## config.mk

```make
export PLATFORM = sky130hd
export DESIGN_NAME = fifo_read_unpacker_flat
export DESIGN_NICKNAME = d
export VERILOG_FILES = /design/src/rtl/fifo_read_unpacker_if.sv /design/src/rtl/fifo_read_unpacker.sv /design/src/flat_wrapper.sv
export SDC_FILE = /design/constraint.sdc
export NUM_CORES = 1
export LEC_CHECK = 0
export BUFFER_PORTS_ARGS = -buffer_cell sky130_fd_sc_hd__buf_2
export CELL_PAD_IN_SITES_DETAIL_PLACEMENT = 0
export CELL_PAD_IN_SITES_GLOBAL_PLACEMENT = 1
export CORE_ASPECT_RATIO = 1.4
export CORE_MARGIN = 8
export CORE_UTILIZATION = 35
export CTS_CLUSTER_DIAMETER = 60
export CTS_CLUSTER_SIZE = 28
export DETAILED_ROUTE_END_ITERATION = 16
export GPL_ROUTABILITY_DRIVEN = 1
export PLACE_DENSITY_LB_ADDON = 0.1
export SETUP_SLACK_MARGIN = 0.15
export SYNTH_ARGS = -nofsm -noshare
export SYNTH_HDL_FRONTEND = slang
export SYNTH_SLANG_ARGS = --single-unit
export TNS_END_PERCENT = 10
```

## constraint.sdc

```tcl
create_clock -name read_clk -period 2.05 [get_ports read_clk]
set_clock_uncertainty 0.05 [all_clocks]
set_input_delay 0.41 -clock read_clk [delete_from_list [all_inputs] [get_ports read_clk]]
set_output_delay 0.41 -clock read_clk [all_outputs]
set_load 0.005 [all_outputs]
```

## src/rtl/fifo_read_unpacker_if.sv

```systemverilog
// Handshake bundle for fifo_read_unpacker: FIFO pop side plus the packed-word valid/ready side.
interface fifo_read_unpacker_if #(
  parameter int W    = 8,
  parameter int PACK = 4
);
  logic            r_empty;
  logic [W-1:0]    data_in;
  logic            rd_en;
  logic [W*PACK-1:0] out_data;
  logic            out_valid;
  logic            out_ready;

  modport master (
    input  r_empty, data_in, out_ready,
    output rd_en, out_data, out_valid
  );

  modport slave (
    output r_empty, data_in, out_ready,
    input  rd_en, out_data, out_valid
  );
endinterface

```

## src/rtl/fifo_read_unpacker.sv

```systemverilog
// Pops bytes from the async FIFO read side and packs PACK of them into one valid/ready word.
// Optional stream checker (byte n == 2*n mod 2^W) is built when FIFO_RD_CHECK_EN is defined.
module fifo_read_unpacker #(
  parameter int W     = 8,
  parameter int PACK  = 4,
  parameter int CNT_W = 16
) (
  input  logic                 read_clk,
  input  logic                 reset,
  fifo_read_unpacker_if.master bus,
  output logic [CNT_W-1:0]     word_count,
  output logic [CNT_W-1:0]     err_count,
  output logic                 err_flag
);
  localparam int LANE_W = (PACK > 1) ? $clog2(PACK) : 1;
  localparam logic [LANE_W-1:0] LAST_LANE = LANE_W'(PACK - 1);

  typedef enum logic {FILL, HOLD} state_t;

  state_t                state_q, state_d;
  logic [LANE_W-1:0]     lane;
  logic [W*(PACK-1)-1:0] acc;
  logic                  stall, pop, pop_last, accept;

  always_comb begin
    stall    = (lane == LAST_LANE) & bus.out_valid & ~bus.out_ready;
    pop      = reset & ~bus.r_empty & ~stall;
    pop_last = pop & (lane == LAST_LANE);
    accept   = bus.out_valid & bus.out_ready;
  end

  assign bus.rd_en     = pop;
  assign bus.out_valid = (state_q == HOLD);

  always_ff @(posedge read_clk) begin
    if (!reset) state_q <= FILL;
    else        state_q <= state_d;
  end

  // A completing word while the previous one is being accepted keeps us in HOLD (no bubble).
  always_comb begin
    state_d = state_q;
    case (state_q)
      FILL:    if (pop_last) state_d = HOLD;
      HOLD:    if (accept && !pop_last) state_d = FILL;
      default: state_d = FILL;
    endcase
  end

  always_ff @(posedge read_clk) begin
    if (!reset) begin
      lane         <= '0;
      acc          <= '0;
      bus.out_data <= '0;
      word_count   <= '0;
    end else begin
      if (pop) lane <= pop_last ? '0 : lane + 1'b1;
      for (int i = 0; i < PACK - 1; i++) begin
        if (pop && lane == LANE_W'(i)) acc[i*W +: W] <= bus.data_in;
      end
      if (pop_last) bus.out_data <= {bus.data_in, acc};
      if (accept)   word_count   <= word_count + 1'b1;
    end
  end

`ifdef FIFO_RD_CHECK_EN
  logic [W-1:0] expected;

  // Resync on mismatch so a single corrupted byte is counted once.
  always_ff @(posedge read_clk) begin
    if (!reset) begin
      expected  <= '0;
      err_count <= '0;
      err_flag  <= 1'b0;
    end else if (pop) begin
      expected <= bus.data_in + W'(2);
      if (bus.data_in != expected) begin
        err_flag <= 1'b1;
        if (err_count != '1) err_count <= err_count + 1'b1;
      end
    end
  end
`else
  assign err_count = '0;
  assign err_flag  = 1'b0;
`endif

endmodule

```

## src/flat_wrapper.sv

```systemverilog
// flat-port wrapper written by rule: the top's interface ports become plain ports
module fifo_read_unpacker_flat 
#(
  parameter int W     = 8,
  parameter int PACK  = 4,
  parameter int CNT_W = 16
)
  (read_clk, reset, word_count, err_count, err_flag, bus_r_empty, bus_data_in, bus_out_ready, bus_rd_en, bus_out_data, bus_out_valid);
  fifo_read_unpacker_if #(.W(W), .PACK(PACK)) bus_i ();
  input  logic read_clk;
  input  logic reset;
  output logic [CNT_W-1:0] word_count;
  output logic [CNT_W-1:0] err_count;
  output logic err_flag;
  input wire logic [$bits(bus_i.r_empty)-1:0] bus_r_empty;
  input wire logic [$bits(bus_i.data_in)-1:0] bus_data_in;
  input wire logic [$bits(bus_i.out_ready)-1:0] bus_out_ready;
  output wire logic [$bits(bus_i.rd_en)-1:0] bus_rd_en;
  output wire logic [$bits(bus_i.out_data)-1:0] bus_out_data;
  output wire logic [$bits(bus_i.out_valid)-1:0] bus_out_valid;
  assign bus_i.r_empty = bus_r_empty;
  assign bus_i.data_in = bus_data_in;
  assign bus_i.out_ready = bus_out_ready;
  assign bus_rd_en = bus_i.rd_en;
  assign bus_out_data = bus_i.out_data;
  assign bus_out_valid = bus_i.out_valid;
  fifo_read_unpacker #(.W(W), .PACK(PACK), .CNT_W(CNT_W)) u_core (.read_clk(read_clk), .reset(reset), .bus(bus_i), .word_count(word_count), .err_count(err_count), .err_flag(err_flag));
endmodule
```

# Word-level counts from Yosys, hierarchy flattened
# Cells that the tools add are included.
# totals
inputBits,12
out_inout_bits,67
register_bits,75
# classes
muxes,4
addsub,2
reduce_logical,6
n_bitwise,10
eq_ne,3
# op_table
cell,count
16-bit by 1-bit adder with 16-bit output (second input constant),1
1-bit AND,6
2-bit == test (second input constant),2
1-bit logical AND,4
1-bit inverter,4
2-bit by 1-bit adder with 2-bit output (second input constant),1
2-bit by 1-bit == test with 1-bit output (second input constant),1
2-bit logical NOT,1
1-bit two-way mux,2
2-bit two-way mux,1
1-bit one-hot mux with 2 select lines,1
1-bit logical NOT,1

# Longest topological paths before layout
# depth
depth_word,10
ltp_mapped,7

# Worst setup path after synthesis
# OpenSTA, ideal clock, no wires.
# synth_path
path_kind,reg2reg
start,reg u_core.lane[0]
end,reg u_core.acc[0]
setup_time_ps,128
path_stages_with_launch,6
required_time_ps,1872
slack_ps,633
n_path_buf,0
period_less_slack_ps,1417
arrival_ps,1239
cell_sequence,dfxtp_1 -> ha_1 -> nand3b_1 -> nand3_2 -> mux2i_1 -> nor2_1
# synth_via
elab_chain_cells,6
elab_cells_between_ends,7
cone_classes,1 x eq/ne; 4 x bitwise; 2 x reduce/logical
# synth_lines
element,line_no,rtl
"start, declared",fifo_read_unpacker.sv:21,logic [LANE_W-1:0] lane;
"start signal, assigned",fifo_read_unpacker.sv:57,if (pop) lane <= pop_last ? '0 : lane + 1'b1;
2-bit == test,fifo_read_unpacker.sv:26,stall = (lane == LAST_LANE) & bus.out_valid & ~bus.out_ready;
1-bit AND (2 in series),fifo_read_unpacker.sv:26,
1-bit inverter,fifo_read_unpacker.sv:27,pop = reset & ~bus.r_empty & ~stall;
1-bit AND,fifo_read_unpacker.sv:27,
1-bit logical AND (*),fifo_read_unpacker.sv:59,if (pop && lane == LANE_W'(i)) acc[i*W +: W] <= bus.data_in;
"end signal, assigned by index",fifo_read_unpacker.sv:59,
"end, declared",fifo_read_unpacker.sv:22,logic [W*(PACK-1)-1:0] acc;
# Every way passes the cells marked *; elsewhere a longest branch is shown, timed or not.
# A chain may end at the register's enable or synchronous reset.

# Final worst setup path
# layout_path
start,reg u_core.lane[0]
end,out bus_rd_en
# layout_via
elab_chain_cells,5
# layout_lines
element,line_no,rtl
2-bit == test,fifo_read_unpacker.sv:26,
1-bit AND (2 in series),fifo_read_unpacker.sv:26,
1-bit inverter,fifo_read_unpacker.sv:27,
1-bit AND,fifo_read_unpacker.sv:27,
"end, declared",flat_wrapper.sv:18,output wire logic [$bits(bus_i.rd_en)-1:0] bus_rd_en;
# No other way between the ends.

==> results.md <==
* Seq cells post-synth at 75
* GR Util All Layers at 12.73%
* Worst setup SP type: flip-flop
* Crit path arrival time at 1300 ps
* Overflow after GRT at 0
* EDFF count, synth at 0
* Pleak at 0.001650 µW
* Most common cell after layout, fill and taps aside: dfxtp_1
* Worst-path clk slew at 50 ps
* Yosys top cell by area: dfxtp_1
* Antenna cells at 0
* Buffers on Ports at 61
* Critical-path cell list: ha_2 > nand3b_1 > nand2_1 > inv_1 > buf_2
* Synth top area share at 49.55%
* Clock tree buffer depth at 2
* Achievable frequency at 568.5 MHz
* Post-synth ARST share at 0%
* Initial antenna violation count at 0
* Crit-path slowest cell: dfxtp_2
* Std cell rows at 40
* Vias in the first global route at 2416
* Drc violations at 0
* Setup violations, final at 0
* Final HPWL DP at 5136 µm
* DR vias at 2403
* Number of routed nets with antenna violations at 0
* Min-Delay Path Class: in2reg
* Power density cells at 825.8 nW/µm²
* VDD IR-drop max at 462.3 µV
* CORE AREA at 8508 µm²
* RePlAce Congestion at 0.7191
* Initial core utilization at 35.62%
* Final hold slack at 319.7 ps
* Synth warnings at 0
* Routed WL at 7315 µm
* Later-pin clock latency in the skew report at 330 ps
* Most frequent cells in the layout: dfxtp_1, nand2_1, buf_2
* Drt initial violations at 114
* Register area share after synthesis at 49.55%
* Detailed Routing Iterations Pass 1 at 4
* WL/cell at 14.26 µm
* H-tree Lvls at 3
* Mapped Cells at 342
* Max stage delay on crit path at 370 ps
* Die width at 94.64 µm
* CTS Buf Count at 9
* Die ar. at 11930 µm²
* Syn_area_per_cell at 8.861 µm²
* CTS tree: yes
* DR vias/cell at 4.684
* Synth cell types at 29
* Status: finished clean
* Num ports at 79
* Largest net degree at the start of global routing at 40
* Crit Path Max Fanout at 5
* First-pass GRT wire length at 11740 µm
* Synthesized area at 3030 µm²
* Die H at 126.1 µm
* Clk sinks at 75
* Crit. End Element: output port
* Critical Path RT at 1590 ps
* MaxCap Viol Count at 0
* Net count, final at 422
* Tcrit/Tclk final at 85.80%
* Slew Viols, Final at 0
* RSZ-0062 raised after global routing: no
* Share of layout cells above drive strength 1 at 22.79%
* Cts-stage hold buffer count at 0
* Area grow syn2layout at 19.61%
* Setup TNS at 0 ps
* Final Hold Violating Endpoints at 0
* Synth area leaders: dfxtp_1, mux2i_1, nand2_1
* Fin crit period at 1759 ps
* Main synth FF type: dfxtp_1
* Root Driver: clkbuf_16
* Crit Path Class: reg2out
final timing paths:
kind / startpoint / endpoint / slack (ps) / depth (start not counted)
worst max-delay path: u_core.lane[0] / bus_rd_en / 290 / 5
worst min-delay path: bus_data_in[7] / u_core.bus.out_data[31] / 320 / 3
worst max register to register: u_core.lane[0] / u_core.acc[13] / 500 / 6
worst min register to register: u_core.acc[23] / u_core.bus.out_data[23] / 400 / 2
worst max-delay path, delay by kind of cell (launching register included):
kind	cells	cell delay, ps
simple gates	2	190
fa+ha+maj	1	220
buf+inv	2	190
flops	1	370
final cells by class:
cell class	instances	area (µm²)
multi-input combinational	243	1340
timing repair buffer	68	370.4
inverter	8	30.03
sequential	75	1503
clock inverter	3	17.52
fill	891	4883
clock buffer	11	232.7
tap	105	131.4
metal layers:
| layer | global-route usage (%) | share of wire [%] | up-vias |
|---|---|---|---|
| met4 | 8.026 | 2.3 | 0 |
| met3 | 3.151 | 5.6 | 10 |
| met2 | 21.26 | 50 | 51 |
| met1 | 13.86 | 42 | 1136 |
| met5 | 0 | 0 | - |
| li1 | - | - | 1206 |
registers in the layout (all words and copies together), names as in the netlist:
register and count:
u_core.acc 24, u_core.bus.out_data 32, u_core.bus.out_valid 1, u_core.lane 2, u_core.word_count 16
cell usage after synthesis (4+ instances only):
library cell	number
dfxtp_1	75
nand2_1	71
nor2_1	41
a21oi_1	30
mux2i_1	27
buf_4	18
nand3_1	9
xnor2_1	9
clkbuf_1	7
inv_1	7
a21oi_2	6
ha_1	5
nor3_1	5
buf_6	4
nand4_1	4
where the power goes:
part / switching [µW] / internal, µW
Sequential: 12.8 / 1480
Clock: 561 / 801
Combinational: 91.5 / 47.4
Total: 666 / 2330
repair_timing:
action                     4_1_cts  5_1_grt
resized for setup                2        0
hold endpoints to repair         0        0
setup buffers                    1        0
setup endpoints to repair        1        0
kinds of logic after synthesis:
group | Yosys count | share of synthesized area [%]
simple gates | 145 | 20.64
flops | 75 | 49.55
buf+inv | 40 | 8.299
compound gates | 38 | 7.225
mux | 27 | 8.918
xor+xnor | 11 | 3.179
fa+ha+maj | 5 | 2.064
other cells | 1 | 0.1237
through the flow:
| stage | instance area, µm² | power, µW | util [%] | worst slack (ps) | cells |
|---|---|---|---|---|---|
| 2_1_floorplan | 3090 | 1636 | - | 633.4 | 358 |
| 3_3_place_gp | 3363 | 1662 | 39.53 | 350.5 | 498 |
| 3_5_place_dp | 3363 | 1664 | 39.53 | 332.6 | 498 |
| 4_1_cts | 3625 | 3039 | 42.60 | 261.9 | 513 |
| 5_1_grt | 3625 | 3107 | 42.60 | 176.1 | 513 |
| 6_report | 3625 | 2993 | 42.60 | 291.1 | 513 |
Note: power is estimated with default switching activity, not from simulation.
